`src/rtl/multiplier_if.sv`:
```
// rtl/multiplier_if.sv - start/operand/result bundle between a requester and the shift-add multiplier
interface multiplier_if #(
  parameter int M = 26,
  parameter int N = 14
);
  logic           en;
  logic [M-1:0]   multi1;
  logic [N-1:0]   multi2;
  logic [M+N-1:0] product;
  logic           busy;
  logic           done;

  modport master (output en, multi1, multi2, input product, busy, done);
  modport slave  (input en, multi1, multi2, output product, busy, done);
endinterface

```
`src/rtl/multiplier.sv`:
```
// rtl/multiplier.sv - sequential shift-add unsigned multiplier, M x N -> M+N bits
// Define MULT_RADIX4_EN for the two-bits-per-cycle datapath (ceil(N/2) cycles instead of N).
module multiplier #(
  parameter int M = 26,
  parameter int N = 14
) (
  input logic        clk,
  input logic        rst_n,
  multiplier_if.slave bus
);
  localparam int W = M + N;
`ifdef MULT_RADIX4_EN
  localparam int STEPS = (N + 1) / 2;
`else
  localparam int STEPS = N;
`endif
  localparam int CW = (STEPS > 1) ? $clog2(STEPS) : 1;
  localparam logic [CW-1:0] LAST = CW'(STEPS - 1);

  typedef enum logic {IDLE, BUSY} state_t;

  state_t        state_q, state_d;
  logic          en_q;
  logic          start;
  logic          last;
  logic [M-1:0]  mcand;
  logic [N-1:0]  mplier;
  logic [CW-1:0] count;
  logic [W-1:0]  acc;
  logic [W-1:0]  addend;
  logic [W-1:0]  sum;
  logic [W-1:0]  product_q;
  logic          busy_q;
  logic          done_q;
`ifdef MULT_RADIX4_EN
  logic [M+1:0]  mcand3;
  logic [W-1:0]  pp;
`endif

  assign start = bus.en & ~en_q;
  assign last  = (count == LAST);

  always_ff @(posedge clk or negedge rst_n) begin
    if (!rst_n) state_q <= IDLE;
    else        state_q <= state_d;
  end

  always_comb begin
    state_d = state_q;
    case (state_q)
      IDLE:    if (start) state_d = BUSY;
      BUSY:    if (last)  state_d = IDLE;
      default: state_d = IDLE;
    endcase
  end

`ifdef MULT_RADIX4_EN
  // 3x multiplicand is latched at start so every step is a single add
  always_comb begin
    pp = '0;
    case (mplier[1:0])
      2'd1:    pp = W'(mcand);
      2'd2:    pp = W'(mcand) << 1;
      2'd3:    pp = W'(mcand3);
      default: pp = '0;
    endcase
    addend = pp << {count, 1'b0};
    sum    = acc + addend;
  end
`else
  always_comb begin
    addend = mplier[0] ? (W'(mcand) << count) : '0;
    sum    = acc + addend;
  end
`endif

  always_ff @(posedge clk or negedge rst_n) begin
    if (!rst_n) begin
      en_q      <= 1'b0;
      mcand     <= '0;
      mplier    <= '0;
      count     <= '0;
      acc       <= '0;
      product_q <= '0;
      busy_q    <= 1'b0;
      done_q    <= 1'b0;
`ifdef MULT_RADIX4_EN
      mcand3    <= '0;
`endif
    end else begin
      en_q   <= bus.en;
      done_q <= 1'b0;
      case (state_q)
        IDLE: begin
          if (start) begin
            mcand  <= bus.multi1;
            mplier <= bus.multi2;
            acc    <= '0;
            count  <= '0;
            busy_q <= 1'b1;
`ifdef MULT_RADIX4_EN
            mcand3 <= {2'b00, bus.multi1} + {1'b0, bus.multi1, 1'b0};
`endif
          end
        end
        BUSY: begin
          acc   <= sum;
          count <= count + 1'b1;
`ifdef MULT_RADIX4_EN
          mplier <= mplier >> 2;
`else
          mplier <= mplier >> 1;
`endif
          // final partial sum goes straight to the output register
          if (last) begin
            product_q <= sum;
            done_q    <= 1'b1;
            busy_q    <= 1'b0;
          end
        end
        default: ;
      endcase
    end
  end

  assign bus.product = product_q;
  assign bus.busy    = busy_q;
  assign bus.done    = done_q;
endmodule

```
`src/flat_wrapper.sv`:
```
// flat-port wrapper written by rule: the top's interface ports become plain ports
module multiplier_flat 
#(
  parameter int M = 26,
  parameter int N = 14
)
  (clk, rst_n, bus_en, bus_multi1, bus_multi2, bus_product, bus_busy, bus_done);
  multiplier_if #(.M(M), .N(N)) bus_i ();
  input logic clk;
  input logic rst_n;
  input wire logic [$bits(bus_i.en)-1:0] bus_en;
  input wire logic [$bits(bus_i.multi1)-1:0] bus_multi1;
  input wire logic [$bits(bus_i.multi2)-1:0] bus_multi2;
  output wire logic [$bits(bus_i.product)-1:0] bus_product;
  output wire logic [$bits(bus_i.busy)-1:0] bus_busy;
  output wire logic [$bits(bus_i.done)-1:0] bus_done;
  assign bus_i.en = bus_en;
  assign bus_i.multi1 = bus_multi1;
  assign bus_i.multi2 = bus_multi2;
  assign bus_product = bus_i.product;
  assign bus_busy = bus_i.busy;
  assign bus_done = bus_i.done;
  multiplier #(.M(M), .N(N)) u_core (.clk(clk), .rst_n(rst_n), .bus(bus_i));
endmodule
```
`config.mk`:
```
export PLATFORM = sky130hd
export DESIGN_NAME = multiplier_flat
export DESIGN_NICKNAME = d
export VERILOG_FILES = /design/src/rtl/multiplier_if.sv /design/src/rtl/multiplier.sv /design/src/flat_wrapper.sv
export SDC_FILE = /design/constraint.sdc
export NUM_CORES = 1
export LEC_CHECK = 0
export BUFFER_PORTS_ARGS = -buffer_cell sky130_fd_sc_hd__buf_2
export CAP_MARGIN = 20
export CORE_MARGIN = 2
export CORE_UTILIZATION = 35
export DETAILED_ROUTE_END_ITERATION = 10
export PLACE_DENSITY = 0.63
export SYNTH_ARGS = -nofsm -noshare
export SYNTH_HDL_FRONTEND = slang
export SYNTH_SLANG_ARGS = --single-unit
```
`constraint.sdc`:
```
create_clock -name clk -period 5.4 [get_ports clk]
set_input_delay 0.54 -clock clk [delete_from_list [all_inputs] [get_ports clk]]
set_output_delay 0.54 -clock clk [all_outputs]
set_load 0.02 [all_outputs]
```
## Word level (Yosys, flattened, before mapping)

Cells that the tools add are included.

- Shifts and indexed selects: 1
- Add/sub/neg operators: 2
- Equality and inequality tests: 3
- Mux-type cells: 15
- Reductions and logical operators: 3
- Bitwise operators: 3

Operators by type and width:

| operator | number |
|---|---|
| two-way mux 40 bit | 2 |
| case mux 40 bit (2 select lines) | 1 |
| adder 40 bit | 1 |
| << shifter 26 x 4 -> 40 bit | 1 |
| case mux 14 bit (2 select lines) | 1 |
| two-way mux 14 bit | 1 |
| case mux 4 bit (2 select lines) | 1 |
| two-way mux 1 bit | 6 |
| AND reduction 2 bit | 3 |
| adder 4 x 1 -> 4 bit, second input constant | 1 |
| == test 4 bit, second input constant | 1 |
| two-way mux 4 bit | 1 |
| case mux 1 bit (2 select lines) | 2 |
| inequality test 2 x 1 -> 1 bit, second input constant | 1 |
| inequality test 2 bit, second input constant | 1 |
| inverter 1 bit | 2 |
| bitwise AND 1 bit | 1 |

- Logic and storage cells: 36
- Output and inout bits: 42
- Register bits: 128
- Bits of input ports: 43

## Logic depth before layout (Yosys ltp)

Gate-level depths: netlist of the first run.

- Depth in word-level cells: 4
- Mapped depth: 20
- Mapped depth without buffers: 17

## Worst setup path after synthesis of the first run

Ideal clock, no wire load.

- Path kind: flip-flop to flip-flop
- From: reg u_core.count[0]
- To: reg u_core.product_q[33] (netlist: u_core.bus.product[33])
- Path buffers: 3
- Arrival time: 3670 ps
- Period minus slack after synthesis: 3795 ps
- Slack: 1605 ps
- Data required time: 5275 ps
- Cell stages (with the launch flop): 21
- Cells stage by stage: dfrtp_1 -> buf_2 -> buf_2 -> buf_2 -> mux2i_1 -> nand2_1 -> nand2_1 -> nor2_1 -> a21oi_1 -> nand2_1 -> o21ai_0 -> nor2_1 -> ha_1 -> nand4_1 -> nor3_1 -> nor3b_1 -> a22oi_1 -> o21ai_1 -> o31ai_2 -> xor2_1 -> mux2_2

- Word-level cells in the longest chain between the ends: 3

RTL lines:

| item | line | text |
|---|---|---|
| start, declared | multiplier.sv:28 | `logic [CW-1:0] count;` |
| start signal, assigned | multiplier.sv:108 | `count <= count + 1'b1;` |
| << shifter 26 x 4 -> 40 bit | multiplier.sv:72 | `addend = mplier[0] ? (W'(mcand) << count) : '0;` |
| two-way mux 40 bit | multiplier.sv:72 |  |
| adder 40 bit | multiplier.sv:73 | `sum = acc + addend;` |
| end signal, assigned | multiplier.sv:116 | `product_q <= sum;` |
| end, declared | multiplier.sv:32 | `logic [W-1:0] product_q;` |

Several ways; a longest one is shown, not always the timed one.
A chain may end at the register's enable or synchronous reset.

## Worst setup path after layout of the first run

Ends and elaborated chain as after synthesis.

==> metrics, run 1 <==
run status finished, final reports clean; commonest non-fill, non-tap cells in the layout 158 x nand2_1, 128 x dfrtp_1, 92 x o21ai_0, 83 x buf_2, 65 x a21oi_1; die area 25,400 um2; CP arrival 4.74 ns; Final ANT Viol Nets 0; Post-DP Area 9130 um2; first-pass detailed-route iteration total 5; gr usage total 18.2%; num rows 56; final setup margin 0.961 ns; CP startpoint u_core.count[0]; GR Layer Usage met1 26.6%; RSZ-0062 raised after global routing no; syn_nets 1,035; cts repair resizes 0; Initial Util 35.8%; max_slew headroom 32.4%; TritonCTS sink count 128; first-pass GRT wire length 37.3 mm; Leakage 4.37 nW; fin util 41.3%; # nets final 1,088; CTS Hold Bufs 0; switching pwr 2.77 mW; Longest Clk Path Bufs 2; ys flop type dfrtp_1; sw frac 45.3%; CP endpoint kind flop; Worst Setup Start Kind flop; drt drc 0; Core ar. 23,600 um2; Finished Layout Cells 1,335; routing usage on met2 26.8%; part of the power in registers 28.8%; Slew Viols, Final 0; Int Power 3.35 mW; maximum number of pins on one net before global-route repair 79; layout cells sized above 1 18.6%; Tot Pwr 6.12 mW; part of the power in combinational logic 52.0%; H-tree depth reported by CTS 4; Final Hold Viols 0; peak supply drop 0.275 mV; #FFs+latches synth 128; Worst R2R Start u_core.count[0]; sequential area share after synthesis 37.9%; Max Cap Violations 0; PD cells 628 nW/um2; Final Instance Area 9750 um2; final worst path period need 4.44 ns; ant diodes 0; post-synthesis cell count 950; clock buffer count from CTS 17; number of I/O pins 85; placed cell count 1,302; final worst-path cycle share 82.2%; post-DR wirelength/cell 17.0 um; Synth Cell Area 8450 um2; Min Hold Slack 0.159 ns; initial antenna violation count 0; RD Place Congestion 0.932; Vias/cell 5.36; clock root buffer clkbuf_16; syn avg cell area 8.90 um2; number of distinct library cells after synthesis 65; Port Buf Inserts 84; vias in the first global route 6,982; CTS clk-pin slew, worst paths 0.06 ns; die width 159 um; EDFF count, synth 0; TNS Setup 0 ns; Hold Path Class primary input to asynchronous set/reset pin; register area 3200 um2; commonest non-fill, non-tap cell in the layout nand2_1; Fmax 225 MHz; Via Count 7,161; post-CTS setup repair buffer count 0; pre-CTS setup slack 1.01 ns; Ys Warns 0; Critical Path Fanout Max 29; Clock power frac 19.2%; DP HPWL 16.7 mm; area delta synth->final 15.4%; GR peak layer met2; grt total ovfl 0; DIE HEIGHT 159 um; Crit Path Class flop to flop; Filler cells 2,343; Synth async-reset ratio 100%; Total Wirelength 22.7 mm; required time of the worst setup path 5.70 ns; Final Setup Violations 0; area of the multi-input gates 4930 um2; Clock Latency Late Sink 0.43 ns; DRC marker count from the first detailed-route iteration 565; CTS tree done; met3 usage 3.80%; worst-margin pin slew 1.01 ns; final clock skew 0.0116 ns
layer usage:
layer	routed length, um	up-vias	share of wire, %
li1	-	3541	-
met1	11400	3393	50
met2	9780	200	43
met3	1090	27	4.8
met4	447	0	2.0
met5	0	-	0
cell usage after synthesis (all sizes together) (5+ instances only):
cell type,instances,share of area (%)
xor2,16,1.7
mux2,33,4.4
nor2b,7,0.52
a211oi,12,1.1
mux2i,34,4.0
ha,41,6.1
o21ai,101,6.0
mux4,15,4.0
nand2b,5,0.37
nand2,158,7.0
and2,9,0.67
a21oi,66,4.0
buf,20,1.1
clkbuf,43,1.9
inv,16,0.71
nand3,30,1.8
nor3,13,0.77
o31ai,5,0.73
dfrtp,128,38
o21a,7,0.62
nor2,62,2.8
xnor2,21,2.2
a21o,10,0.89
o21bai,6,0.67
o22ai,21,1.6
nand4,15,1.1
worst max-delay path, cell delays in order (launching register included):
cell and delay (ns):
dfrtp_1 0.70, buf_12 0.27, mux4_2 0.54, a21oi_1 0.30
nand2_1 0.08, o21ai_0 0.07, nor2_1 0.07, ha_1 0.44
nand4_1 0.24, nor3_1 0.40, nor3b_1 0.10, a22oi_1 0.18
o21ai_1 0.19, o31ai_2 0.28, xor2_1 0.15, mux2_2 0.28
power groups by stage:
stage	clock network [mW]	registers (mW)	logic [mW]
2_1_floorplan	0	1.78	2.28
3_3_place_gp	0	1.78	3.07
3_5_place_dp	0	1.80	3.12
4_1_cts	1.20	1.79	3.13
5_1_grt	1.25	1.83	3.53
6_report	1.17	1.76	3.18
layout make-up:
cell class / count / share of cell area (%)
Multi-Input combinational cell: 741 / 50.6
Sequential cell: 128 / 32.8
Timing Repair Buffer: 97 / 5.71
Clock buffer: 19 / 4.54
Tap cell: 319 / 4.09
Clock inverter: 13 / 1.54
Inverter: 18 / 0.693
registers in the layout, summed over array words and instances (netlist names):
name,count
u_core.en_q,1
u_core.bus.product,40
u_core.state_q,1
u_core.count,4
u_core.acc,40
u_core.bus.done,1
u_core.mplier,14
u_core.mcand,26
u_core.bus.busy,1
cells by family (layout without fill, tap and decap cells):
logic type	Yosys count	after routing	synth area share, %
buffers and inverters	81	147	3.79
flip-flops	128	128	37.9
AO/OA/AOI/OAI	264	264	19.3
AND/OR/NAND/NOR	316	316	16.4
XOR/XNOR	37	37	3.83
adder cells (fa/ha/maj)	42	42	6.31
multiplexers	82	82	12.5
final timing paths:
path | end | slack (ns) | cells past startpoint
worst max-delay path | u_core.bus.product[33] | 0.96 | 15
worst min-delay path | u_core.bus.product[28] | 0.16 | 1
min in group clk | u_core.en_q | 0.25 | 1
worst min register to register | u_core.bus.product[27] | 0.47 | 2
worst max register to register | u_core.bus.product[33] | 0.96 | 15
max in group asynchronous | u_core.mcand[3] | 4.09 | 2
Power figures use the tool's default switching activity.
==> inputs of run 2 (changes only) <==
--- a/config.mk
+++ b/config.mk
@@ -10,7 +10,7 @@
 export CORE_MARGIN = 2
 export CORE_UTILIZATION = 35
 export DETAILED_ROUTE_END_ITERATION = 10
-export PLACE_DENSITY = 0.63
+export PLACE_DENSITY = 0.65
 export SYNTH_ARGS = -nofsm -noshare
 export SYNTH_HDL_FRONTEND = slang
 export SYNTH_SLANG_ARGS = --single-unit
==> constraint.sdc (replaced) <==
create_clock -name clk -period 3.8 [get_ports clk]
set_input_delay 0.38 -clock clk [delete_from_list [all_inputs] [get_ports clk]]
set_output_delay 0.38 -clock clk [all_outputs]
set_load 0.02 [all_outputs]
==> run 2 against run 1 <==
Global-route usage grew 0.73 points. Critical path depth grew 2. Die area is the same. Routed wire length grew 7.7%. Fmax grew 18%. Clock power grew 50%. Clock skew grew 0.0018 ns. Core utilization grew 4.6 points. Sequential power grew 40%. First-iteration DRC count shrank 3.0%. Sequential share of layout area shrank 3.3 points. Critical endpoint is now u_core.acc[38].
==> metrics, run 2 (synthesis gave the netlist of run 1 again) <==
Critical Path Fanout Max 7; CP endpoint kind flop; DP HPWL 17.5 mm; Final Setup Violations 0; Final Hold Viols 0; Max Cap Violations 0; CTS tree done; Slew Viols, Final 0; maximum number of pins on one net before global-route repair 105; Fmax 265 MHz; first-pass detailed-route iteration total 5; Core ar. 23,600 um2; Longest Clk Path Bufs 2; Leakage 4.81 nW; Via Count 7,504; gr usage total 18.9%; Hold Path Class primary input to asynchronous set/reset pin; TritonCTS sink count 128; Vias/cell 5.33; Clock Latency Late Sink 0.43 ns; number of I/O pins 85; fin util 45.9%; Total Wirelength 24.5 mm; first-pass GRT wire length 38.8 mm; Crit Path Class flop to flop; layout cells sized above 1 30.6%; ant diodes 0; commonest non-fill, non-tap cell in the layout nand2_1; clock root buffer clkbuf_16; post-DR wirelength/cell 17.4 um; PD cells 914 nW/um2; Min Hold Slack 0.0615 ns; H-tree depth reported by CTS 4; CTS clk-pin slew, worst paths 0.06 ns; Final Instance Area 10,800 um2; Port Buf Inserts 84; num rows 56; die area 25,400 um2; clock buffer count from CTS 17; die width 159 um; final clock skew 0.0134 ns; initial antenna violation count 0; run status finished, final reports clean; Post-DP Area 9520 um2; commonest non-fill, non-tap cells in the layout 154 x nand2_1, 127 x dfrtp_1, 83 x buf_2, 79 x o21ai_0, 78 x buf_4; DIE HEIGHT 159 um; worst-margin pin slew 1.04 ns; required time of the worst setup path 4.10 ns; peak supply drop 0.372 mV; DRC marker count from the first detailed-route iteration 548; grt total ovfl 0; RD Place Congestion 0.918; Final ANT Viol Nets 0; final worst path period need 3.77 ns; Worst Setup Start Kind flop; CP arrival 4.08 ns; final worst-path cycle share 99.3%; # nets final 1,162; Initial Util 35.8%; RSZ-0062 raised after global routing yes; Filler cells 2,289; drt drc 0; vias in the first global route 7,203; area delta synth->final 28.2%; max_slew headroom 30.8%
-- run 2: critical path: stages, from the launching register on --
cell and delay [ns]:
dfrtp_2 0.44, buf_12 0.14, clkbuf_16 0.15, nor2b_1 0.15
a211oi_2 0.07, a21oi_2 0.17, mux2i_2 0.11, and2_1 0.19
a211oi_2 0.30, ha_1 0.38, buf_4 0.19, nand2_1 0.05
o21ai_0 0.12, a2111oi_2 0.39, a21o_4 0.22, o21a_1 0.19
mux2i_1 0.10, a221o_1 0.27
-- run 2: stage by stage --
stage          setup TNS [ns]  cells  setup slack (ns)  power, mW
2_1_floorplan               0    950           0.00509       5.77
3_3_place_gp           -0.887   1352            -0.189       7.33
3_5_place_dp           -0.703   1352            -0.152       7.41
4_1_cts                     0   1390           0.00135       9.31
5_1_grt                 -1.81   1409            -0.145       10.6
6_report                    0   1409            0.0260       9.90
-- run 2: timing repair --
| action | CTS | global route |
|---|---|---|
| pin swaps | 11 | 34 |
| buffers inserted | 5 | 16 |
| cloned | 1 | 1 |
| endpoints found under the setup margin | 16 | 47 |
| hold endpoints to repair | 0 | 0 |
| hold buffers | 0 | 0 |
| gates resized for setup | 13 | 85 |
-- run 2: final cells by class --
cell class / instances / area, um2 / area share, %
multi-input combinational: 741 / 5340 / 49.3
sequential: 128 / 3200 / 29.6
timing repair buffer: 171 / 1190 / 11.0
clock buffer: 23 / 498 / 4.60
tap: 319 / 399 / 3.68
clock inverter: 9 / 129 / 1.19
inverter: 18 / 71.3 / 0.658
-- run 2: power breakdown --
| part | switching (mW) | internal, mW |
|---|---|---|
| clock | 0.641 | 1.12 |
| sequential | 0.484 | 1.98 |
| combinational | 3.17 | 2.51 |
| total | 4.30 | 5.61 |
-- run 2: final timing paths --
kind | to | startpoint | slack [ns] | cells after the start
setup / recovery | u_core.acc[38] | u_core.count[0] | 0.03 | 17
setup reg to reg | u_core.acc[38] | u_core.count[0] | 0.03 | 17
hold / removal | u_core.bus.product[30] | rst_n | 0.06 | 1
max in group asynchronous | u_core.bus.product[20] | rst_n | 2.86 | 2
min in group clk | u_core.en_q | bus_en | 0.10 | 1
hold reg to reg | u_core.bus.product[0] | u_core.bus.product[0] | 0.47 | 2
-- run 2: routing by layer --
metal,vias up,share of wire (%),GRT usage (%)
li1,3676,-,-
met1,3602,49,27.5
met2,199,45,28.3
met3,27,4.6,3.91
met4,0,1.4,5.79
met5,-,0,0
